## src/rtl/reg_bank_arbiter_if.sv

```systemverilog
// Requester-side bus of the register-bank arbiter: per-requester request
// handshake plus the shared response channel.
interface reg_bank_arbiter_if #(
    parameter int NREQ  = 2,
    parameter int NREGS = 8,
    parameter int WIDTH = 16
);
    localparam int ADDR_W = $clog2(NREGS);

    logic [NREQ-1:0]        req_valid;
    logic [NREQ-1:0]        req_ready;
    logic [NREQ-1:0]        req_we;
    logic [NREQ*ADDR_W-1:0] req_addr;
    logic [NREQ*WIDTH-1:0]  req_wdata;
    logic [NREQ-1:0]        rsp_valid;
    logic [WIDTH-1:0]       rsp_rdata;

    modport master (
        output req_valid, req_we, req_addr, req_wdata,
        input  req_ready, rsp_valid, rsp_rdata
    );

    modport slave (
        input  req_valid, req_we, req_addr, req_wdata,
        output req_ready, rsp_valid, rsp_rdata
    );
endinterface

```

## src/rtl/reg_bank_arbiter.sv

```systemverilog
// Round-robin arbiter sharing one bank of load-enabled registers between
// NREQ requesters; one transaction per IDLE -> EXEC -> RESP pass.
module reg_bank_arbiter #(
    parameter int NREQ  = 2,
    parameter int NREGS = 8,
    parameter int WIDTH = 16
) (
    input  logic                   clk,
    input  logic                   rst_n,
    reg_bank_arbiter_if.slave      bus,
    output logic [WIDTH-1:0]       bank_in,
    output logic [NREGS-1:0]       bank_load,
    input  logic [NREGS*WIDTH-1:0] bank_out,
    output logic                   busy
);
    localparam int ADDR_W = $clog2(NREGS);
    localparam int GW     = $clog2(NREQ);

    typedef enum logic [1:0] {IDLE, EXEC, RESP} state_t;

    state_t              state, state_nxt;
    logic [GW-1:0]       last_grant;
    logic [GW-1:0]       owner;
    logic [ADDR_W-1:0]   addr_q;
    logic                we_q;
    logic [WIDTH-1:0]    wdata_q;
    logic [NREQ-1:0]     rsp_valid_q;
    logic [WIDTH-1:0]    rsp_rdata_q;
    logic                win_found;
    logic [GW-1:0]       win_idx;
    logic [ADDR_W-1:0]   win_addr;
    logic [WIDTH-1:0]    win_wdata;

    // First valid requester after the last grant, wrapping; MSB flags a hit.
    function automatic logic [GW:0] rr_pick(input logic [NREQ-1:0] v,
                                            input logic [GW-1:0]   last);
        logic [GW:0] res;
        int          idx;
        res = '0;
        for (int k = NREQ; k >= 1; k--) begin
            idx = (int'(last) + k) % NREQ;
            if (v[idx]) res = {1'b1, GW'(idx)};
        end
        return res;
    endfunction

    function automatic logic [NREGS-1:0] dec_onehot(input logic [ADDR_W-1:0] a);
        logic [NREGS-1:0] oh;
        oh    = '0;
        oh[a] = 1'b1;
        return oh;
    endfunction

    assign {win_found, win_idx} = rr_pick(bus.req_valid, last_grant);
    assign win_addr  = bus.req_addr[win_idx*ADDR_W +: ADDR_W];
    assign win_wdata = bus.req_wdata[win_idx*WIDTH +: WIDTH];

    always_comb begin
        bus.req_ready = '0;
        if (state == IDLE && win_found) bus.req_ready[win_idx] = 1'b1;
    end

    assign bus.rsp_valid = rsp_valid_q;
    assign bus.rsp_rdata = rsp_rdata_q;
    assign busy          = (state != IDLE);

    always_ff @(posedge clk or negedge rst_n) begin
        if (!rst_n) state <= IDLE;
        else        state <= state_nxt;
    end

    always_comb begin
        state_nxt = state;
        case (state)
            IDLE:    if (win_found) state_nxt = EXEC;
            EXEC:    state_nxt = RESP;
            RESP:    state_nxt = IDLE;
            default: state_nxt = IDLE;
        endcase
    end

    // Strobes are registered so bank_load is high for exactly the EXEC cycle.
    always_ff @(posedge clk or negedge rst_n) begin
        if (!rst_n) begin
            last_grant  <= GW'(NREQ - 1);
            owner       <= '0;
            addr_q      <= '0;
            we_q        <= 1'b0;
            wdata_q     <= '0;
            bank_in     <= '0;
            bank_load   <= '0;
            rsp_valid_q <= '0;
            rsp_rdata_q <= '0;
        end else begin
            bank_load   <= '0;
            rsp_valid_q <= '0;
            case (state)
                IDLE: begin
                    if (win_found) begin
                        owner      <= win_idx;
                        last_grant <= win_idx;
                        we_q       <= bus.req_we[win_idx];
                        addr_q     <= win_addr;
                        wdata_q    <= win_wdata;
                        if (bus.req_we[win_idx]) begin
                            bank_in   <= win_wdata;
                            bank_load <= dec_onehot(win_addr);
                        end
                    end
                end
                EXEC: begin
                    rsp_valid_q[owner] <= 1'b1;
                    rsp_rdata_q        <= we_q ? wdata_q
                                               : bank_out[addr_q*WIDTH +: WIDTH];
                end
                default: ;
            endcase
        end
    end
endmodule

```

## src/flat_wrapper.sv

```systemverilog
// flat-port wrapper written by rule: the top's interface ports become plain ports
module reg_bank_arbiter_flat 
#(
    parameter int NREQ  = 2,
    parameter int NREGS = 8,
    parameter int WIDTH = 16
)
  (clk, rst_n, bank_in, bank_load, bank_out, busy, bus_req_valid, bus_req_we, bus_req_addr, bus_req_wdata, bus_req_ready, bus_rsp_valid, bus_rsp_rdata);
  reg_bank_arbiter_if #(.NREQ(NREQ), .NREGS(NREGS), .WIDTH(WIDTH)) bus_i ();
  input  logic clk;
  input  logic rst_n;
  output logic [WIDTH-1:0] bank_in;
  output logic [NREGS-1:0] bank_load;
  input  logic [NREGS*WIDTH-1:0] bank_out;
  output logic busy;
  input wire logic [$bits(bus_i.req_valid)-1:0] bus_req_valid;
  input wire logic [$bits(bus_i.req_we)-1:0] bus_req_we;
  input wire logic [$bits(bus_i.req_addr)-1:0] bus_req_addr;
  input wire logic [$bits(bus_i.req_wdata)-1:0] bus_req_wdata;
  output wire logic [$bits(bus_i.req_ready)-1:0] bus_req_ready;
  output wire logic [$bits(bus_i.rsp_valid)-1:0] bus_rsp_valid;
  output wire logic [$bits(bus_i.rsp_rdata)-1:0] bus_rsp_rdata;
  assign bus_i.req_valid = bus_req_valid;
  assign bus_i.req_we = bus_req_we;
  assign bus_i.req_addr = bus_req_addr;
  assign bus_i.req_wdata = bus_req_wdata;
  assign bus_req_ready = bus_i.req_ready;
  assign bus_rsp_valid = bus_i.rsp_valid;
  assign bus_rsp_rdata = bus_i.rsp_rdata;
  reg_bank_arbiter #(.NREQ(NREQ), .NREGS(NREGS), .WIDTH(WIDTH)) u_core (.clk(clk), .rst_n(rst_n), .bus(bus_i), .bank_in(bank_in), .bank_load(bank_load), .bank_out(bank_out), .busy(busy));
endmodule
```

## config.mk

```make
export PLATFORM = sky130hd
export DESIGN_NAME = reg_bank_arbiter_flat
export DESIGN_NICKNAME = d
export VERILOG_FILES = /design/src/rtl/reg_bank_arbiter_if.sv /design/src/rtl/reg_bank_arbiter.sv /design/src/flat_wrapper.sv
export SDC_FILE = /design/constraint.sdc
export NUM_CORES = 1
export LEC_CHECK = 0
export BUFFER_PORTS_ARGS = -buffer_cell sky130_fd_sc_hd__buf_4
export CAP_MARGIN = 40
export CORE_MARGIN = 2
export CORE_UTILIZATION = 45
export DETAILED_ROUTE_END_ITERATION = 10
export PLACE_DENSITY = 0.88
export SLEW_MARGIN = 20
export SYNTH_ARGS = -nofsm -noshare
export SYNTH_HDL_FRONTEND = slang
export SYNTH_SLANG_ARGS = --single-unit
```

## constraint.sdc

```tcl
create_clock -name clk -period 1.9 [get_ports clk]
set_clock_uncertainty 0.2 [all_clocks]
set_input_delay 0.19 -clock clk [delete_from_list [all_inputs] [get_ports clk]]
set_output_delay 0.19 -clock clk [all_outputs]
set_load 0.01 [all_outputs]
```

## Word-level counts from Yosys, hierarchy flattened

Cells that the tools add are included.

- Flip-flop bits (word level): 66
- Output and inout port bits: 45
- Word-level logic and storage cells: 60

- Add/sub/neg operators: 2
- Multiply operators: 1
- $lt $le $gt $ge: 8
- Equal/unequal tests: 2
- Shift-type cells: 3
- Multiplexer cells: 24
- Bitwise operators: 2
- Reduce and logical (&&, ||, !) cells: 8

Operator list:

| kind | count |
|---|---|
| variable part select 128 x 8 -> 16 bit | 1 |
| variable part select 32 x 6 -> 16 bit | 1 |
| 2-to-1 mux 8 bit | 3 |
| 2-to-1 mux 16 bit | 1 |
| 2-to-1 mux 1 bit | 11 |
| 2-to-1 mux 2 bit | 5 |
| less-than comparator 2 x 3 -> 1 bit (second input constant) | 2 |
| variable part select 6 x 4 -> 3 bit | 1 |
| logical AND 1 bit | 4 |
| less-than comparator 1 x 2 -> 1 bit (second input constant) | 2 |
| less-than comparator 3 x 4 -> 1 bit (second input constant) | 1 |
| case mux 2 bit (2 select lines) | 1 |
| demux 1 bit (select 3 bit) | 1 |
| >= comparator 3 x 1 -> 1 bit (second input constant) | 1 |
| multiplier 1 x 2 -> 3 bit (second input constant) | 1 |
| AND reduction 3 bit | 1 |
| adder 1 bit (second input constant) | 2 |
| AND 1 bit (first input constant) | 2 |
| demux 1 bit (select 1 bit) | 2 |
| == test 2 x 1 -> 1 bit (second input constant) | 1 |
| >= comparator 1 bit (second input constant) | 2 |
| logical NOT 2 bit | 1 |
| != test 2 x 1 -> 1 bit (second input constant) | 1 |
| AND reduction 2 bit | 1 |
| nonzero test 2 bit | 1 |

## Longest topological paths before layout

- Depth in word-level cells: 16
- Depth in mapped cells: 6

## Least setup slack after synthesis

OpenSTA, ideal clock, no wires.

- Kind: register -> register
- Start point: register u_core.last_grant
- End point: register u_core.bank_in[12]
- Setup time: 0.125 ns
- Data arrival time: 1.257 ns
- Required time: 1.575 ns
- Setup slack: 0.318 ns
- Stages on the path, launching flop included: 7
- Buffers on the path: 2
- Period minus slack after synthesis: 1.582 ns
- Path through: dfstp_2 -> a21boi_0 -> a32o_1 -> buf_6 -> buf_8 -> nor2_1 -> a21oi_2

- Word-level cells in the longest chain between the ends: 9
- Elaborated cells between the ends (all ways): 14
- Classes of those cells: 2 x add/sub; 1 x shift; 10 x mux; 1 x reduce/logical

RTL lines:

| item | RTL line | source |
|---|---|---|
| start, declared | reg_bank_arbiter.sv:22 | `logic [GW-1:0] last_grant;` |
| start signal, assigned | reg_bank_arbiter.sv:85 | `last_grant <= GW'(NREQ - 1);` |
| start signal, assigned | reg_bank_arbiter.sv:101 | `last_grant <= win_idx;` |
| adder 1 bit | reg_bank_arbiter.sv:41 | `idx = (int'(last) + k) % NREQ;` |
| 2-to-1 mux 1 bit (not written as such) (3 in a row) | reg_bank_arbiter.sv:42 | `if (v[idx]) res = {1'b1, GW'(idx)};` |
| 2-to-1 mux 2 bit | reg_bank_arbiter.sv:42 |  |
| 2-to-1 mux 2 bit * | reg_bank_arbiter.sv:42 |  |
| parallel branches: the longest is 3 deep, another holds variable part select 32 x 6 -> 16 bit | n/a |  |
| end signal, assigned | reg_bank_arbiter.sv:106 | `bank_in <= win_wdata;` |
| end, declared | reg_bank_arbiter.sv:11 | `output logic [WIDTH-1:0] bank_in,` |

Every way passes the cells marked *. The select of a mux whose other input is x is not followed.
A chain may end at the register's enable or synchronous reset.

## Worst setup path after layout

- Start point: register u_core.last_grant
- End point: output port bus_req_ready[1]

- Word-level cells in the longest chain between the ends: 11
- Elaborated cells between the ends (all ways): 17
- Classes of those cells: 2 x add/sub; 2 x order compare; 11 x mux; 2 x reduce/logical

RTL lines:

| item | RTL line | source |
|---|---|---|
| adder 1 bit | reg_bank_arbiter.sv:41 |  |
| 2-to-1 mux 1 bit (not written as such) (3 in a row) | reg_bank_arbiter.sv:42 |  |
| 2-to-1 mux 2 bit | reg_bank_arbiter.sv:42 |  |
| 2-to-1 mux 2 bit * | reg_bank_arbiter.sv:42 |  |
| less-than comparator 1 x 2 -> 1 bit (not written as such) or >= comparator 1 bit (tied branches) | reg_bank_arbiter.sv:60 | `if (state == IDLE && win_found) bus.req_ready[win_idx] = 1'b1;` |
| logical AND 1 bit (not written as such) | reg_bank_arbiter.sv:60 |  |
| 2-to-1 mux 1 bit (not written as such) | reg_bank_arbiter.sv:60 |  |
| demux 1 bit (select 1 bit) | n/a |  |
| 2-to-1 mux 2 bit * | reg_bank_arbiter.sv:60 |  |
| end, declared | flat_wrapper.sv:20 | `output wire logic [$bits(bus_i.req_ready)-1:0] bus_req_ready;` |

Mark *: on every way between the ends. The rest lies on a longest branch, timed or not. The select of a mux whose other input is x is not followed.

==> results.tsv <==
metric	value	unit
portBuffers	216	
cts_tree	yes	
numCtsBuffers	9	
cts.clk_slew.worst_paths	0.08	ns
synth-seq-cells	66	
rows	33	
finalCriticalPeriod	1.86	ns
die_w	96.6	um
cts-root-buf	clkbuf_8	
synth_enable_flop_cells	0	
reg2reg_from	u_core.last_grant$_DFFE_PN1N_	
rsz0062_at_grt	false	
synth_nets	558	
grt_max_degree	67	
ys_seq_area_share	42.8	%
fp.dieArea	9340	um2
outcome	complete, but fails checks	
r2r_slack	0.06	ns
mostFrequentLayoutCell	buf_4	
grt_pass1_vias	4087	
crit_arrival	1.47	ns
cp-end-kind	output pin	
final_cells	733	
start_kind	flop	
drc	0	
path_class	reg -> out	
drive_above_1_share	43.9	%
ys.flop_type	dfrtp_1	
holdWs	-0.000331	ns
yosysUniqueCellTypes	37	
p_total	8220	uW
netlist_instances	386	
vdd_ir_drop_max	0.000855	V
initial_core_util	46.8	%
maxSlewHeadroom	59.0	%
ioPinCount	217	
htree_levels	3	
fmax	538	MHz
antenna_left	0	
slew_viol_final	0	
violations	hold timing	
finish.utilization	73.2	%
ctsLongestPathBuffers	2	
reg2reg_to	u_core.bank_in[13]$_DFFE_PN0P_	
antenna_found_initial	0	
whs_path_depth	3	
gp_congestion	0.936	
worstMarginPinSlew	0.613	ns
async_flop_share	100	%
num-nets-final	795	
drtPass1Iterations	5	
layout_common_cells	buf_4, mux2i_1, dfrtp_1, nor2_1, nand2_1	
grt_pass1_wl	20700	um
hpwl	9650	um
maxCapViolations	0	
grt_overflow	0	
hold_violations	2	
drt_wl_total	13000	um
cts.sink_count	66	
vias	3925	
ys.warnings.count	0	
syn_to_final_growth	56.6	%
vias_per_cell	5.35	
avgSynthCellArea	10.0	um2
coreArea	8260	um2
wl_per_cell	17.8	um
cp_cell_sequence	a21boi_4 > buf_12 > and2_1 > buf_4	
netlist.area_leader.share	42.1	%
hp-start	bus_req_wdata[20]	
p_leak	0.00295	uW
die_h	96.6	um
antenna_cells	0	
synth_area_leader_cell	dfrtp_1	
holdCritPathClass	in -> reg	
required	1.51	ns
cpPeakStageDelay	0.58	ns
dp_cells	690	
setup_tns	0	ns
post-route-period-util	97.9	%
clock_latency	0.34	ns
finalSetupViolCount	0	
yosys-top-cells-area	dfrtp_1, mux2i_1, a22oi_1	
critical-path-slowest-cell	dfstp_2	
ff2ff_path_depth	6	
cp_max_fo	18	
gr-usage-all-layers	27.1	%
synth_area	3860	um2
power_per_cell_area	1360	nW/um2
holdPathEnd	u_core.wdata_q[4]$_DFFE_PN0N_	
drt_iter0_drc	233	
critical path: cells and delay by family, from the launching register on:
| family | cells | cell delay, ns |
|---|---|---|
| AO/OA/AOI/OAI | 1 | 0.08 |
| AND/OR/NAND/NOR | 1 | 0.18 |
| flip-flops | 1 | 0.58 |
| buffers and inverters | 2 | 0.30 |
what timing repair did:
item	CTS	global route
hold endpoints to repair	85	0
resized for setup	1	3
pin swaps	0	1
setup endpoints to repair	2	3
setup buffers	1	1
hold buffers	24	0
worst max-delay path by stage:
stage | start | end | slack (ns) | depth (start not counted)
floorplan | u_core.last_grant$_DFFE_PN1N_ | u_core.bank_in[12]$_DFFE_PN0P_ | 0.32 | 6
global placement | u_core.addr_q[0]$_DFFE_PN0N_ | u_core.bus.rsp_rdata[5]$_DFFE_PN0N_ | 0.27 | 5
detailed placement | u_core.addr_q[2]$_DFFE_PN0N_ | u_core.bus.rsp_rdata[9]$_DFFE_PN0N_ | 0.19 | 4
CTS | u_core.state[1]$_DFFE_PN0P_ | bus_req_ready[0] | 0.002 | 4
global route | u_core.last_grant$_DFFE_PN1N_ | bus_req_ready[1] | 0.01 | 4
finish | u_core.last_grant$_DFFE_PN1N_ | bus_req_ready[1] | 0.04 | 4
per-layer routing:
metal | up-vias | GRT usage (%) | part of all wire (%)
met5 | - | 0 | 0
met4 | 0 | 9.75 | 2.4
met3 | 33 | 5.78 | 6.8
met2 | 205 | 45.9 | 50
met1 | 1830 | 34.3 | 40
li1 | 1857 | - | -
cells by family after synthesis:
kind of cell	synth area share [%]
AO/OA/AOI/OAI	15.0
buffers and inverters	5.74
flip-flops	42.8
multiplexers	21.6
AND/OR/NAND/NOR	14.9
metrics by stage:
step / hold WS (ns) / setup WS [ns] / instance area [um2]
after floorplan: -0.306 / 0.318 / 3860
after CTS: 0.00144 / 0.00188 / 6000
after detailed placement: 0.140 / 0.195 / 5550
final: -0.000331 / 0.0407 / 6050
after global placement: 0.123 / 0.270 / 5550
after global routing: 0.0188 / 0.0147 / 6050
cell type report:
class	instances	area, um2
flip-flops and latches	66	1660
multi-input cells	288	2010
inverters	3	11.3
clock buffers	11	141
fillers	609	2210
repair buffers	255	2040
clock inverters	5	53.8
well taps	105	131
state kept, by name, indices dropped and copies added (netlist names):
register and count:
u_core.last_grant 1, u_core.state 2, u_core.owner 1, u_core.wdata_q 16, u_core.bank_load 8, u_core.we_q 1, u_core.bank_in 16, u_core.addr_q 3
u_core.bus.rsp_rdata 16, u_core.bus.rsp_valid 2
cells in the mapped netlist, drive strengths merged (11+ instances only):
| master | number |
|---|---|
| mux2i | 83 |
| dfrtp | 65 |
| nor2 | 35 |
| nand2 | 31 |
| nand3 | 27 |
| o21ai | 27 |
| a21oi | 24 |
| a22oi | 18 |
| buf | 18 |
| o22ai | 14 |
| clkbuf | 11 |
where the power goes:
part | internal (uW) | leakage (uW) | total (uW) | switching (uW)
Clock | 638 | 0.000103 | 1180 | 545
Sequential | 2050 | 0.000794 | 2540 | 486
Combinational | 2130 | 0.00205 | 4500 | 2370
Power figures use the tool's default switching activity.
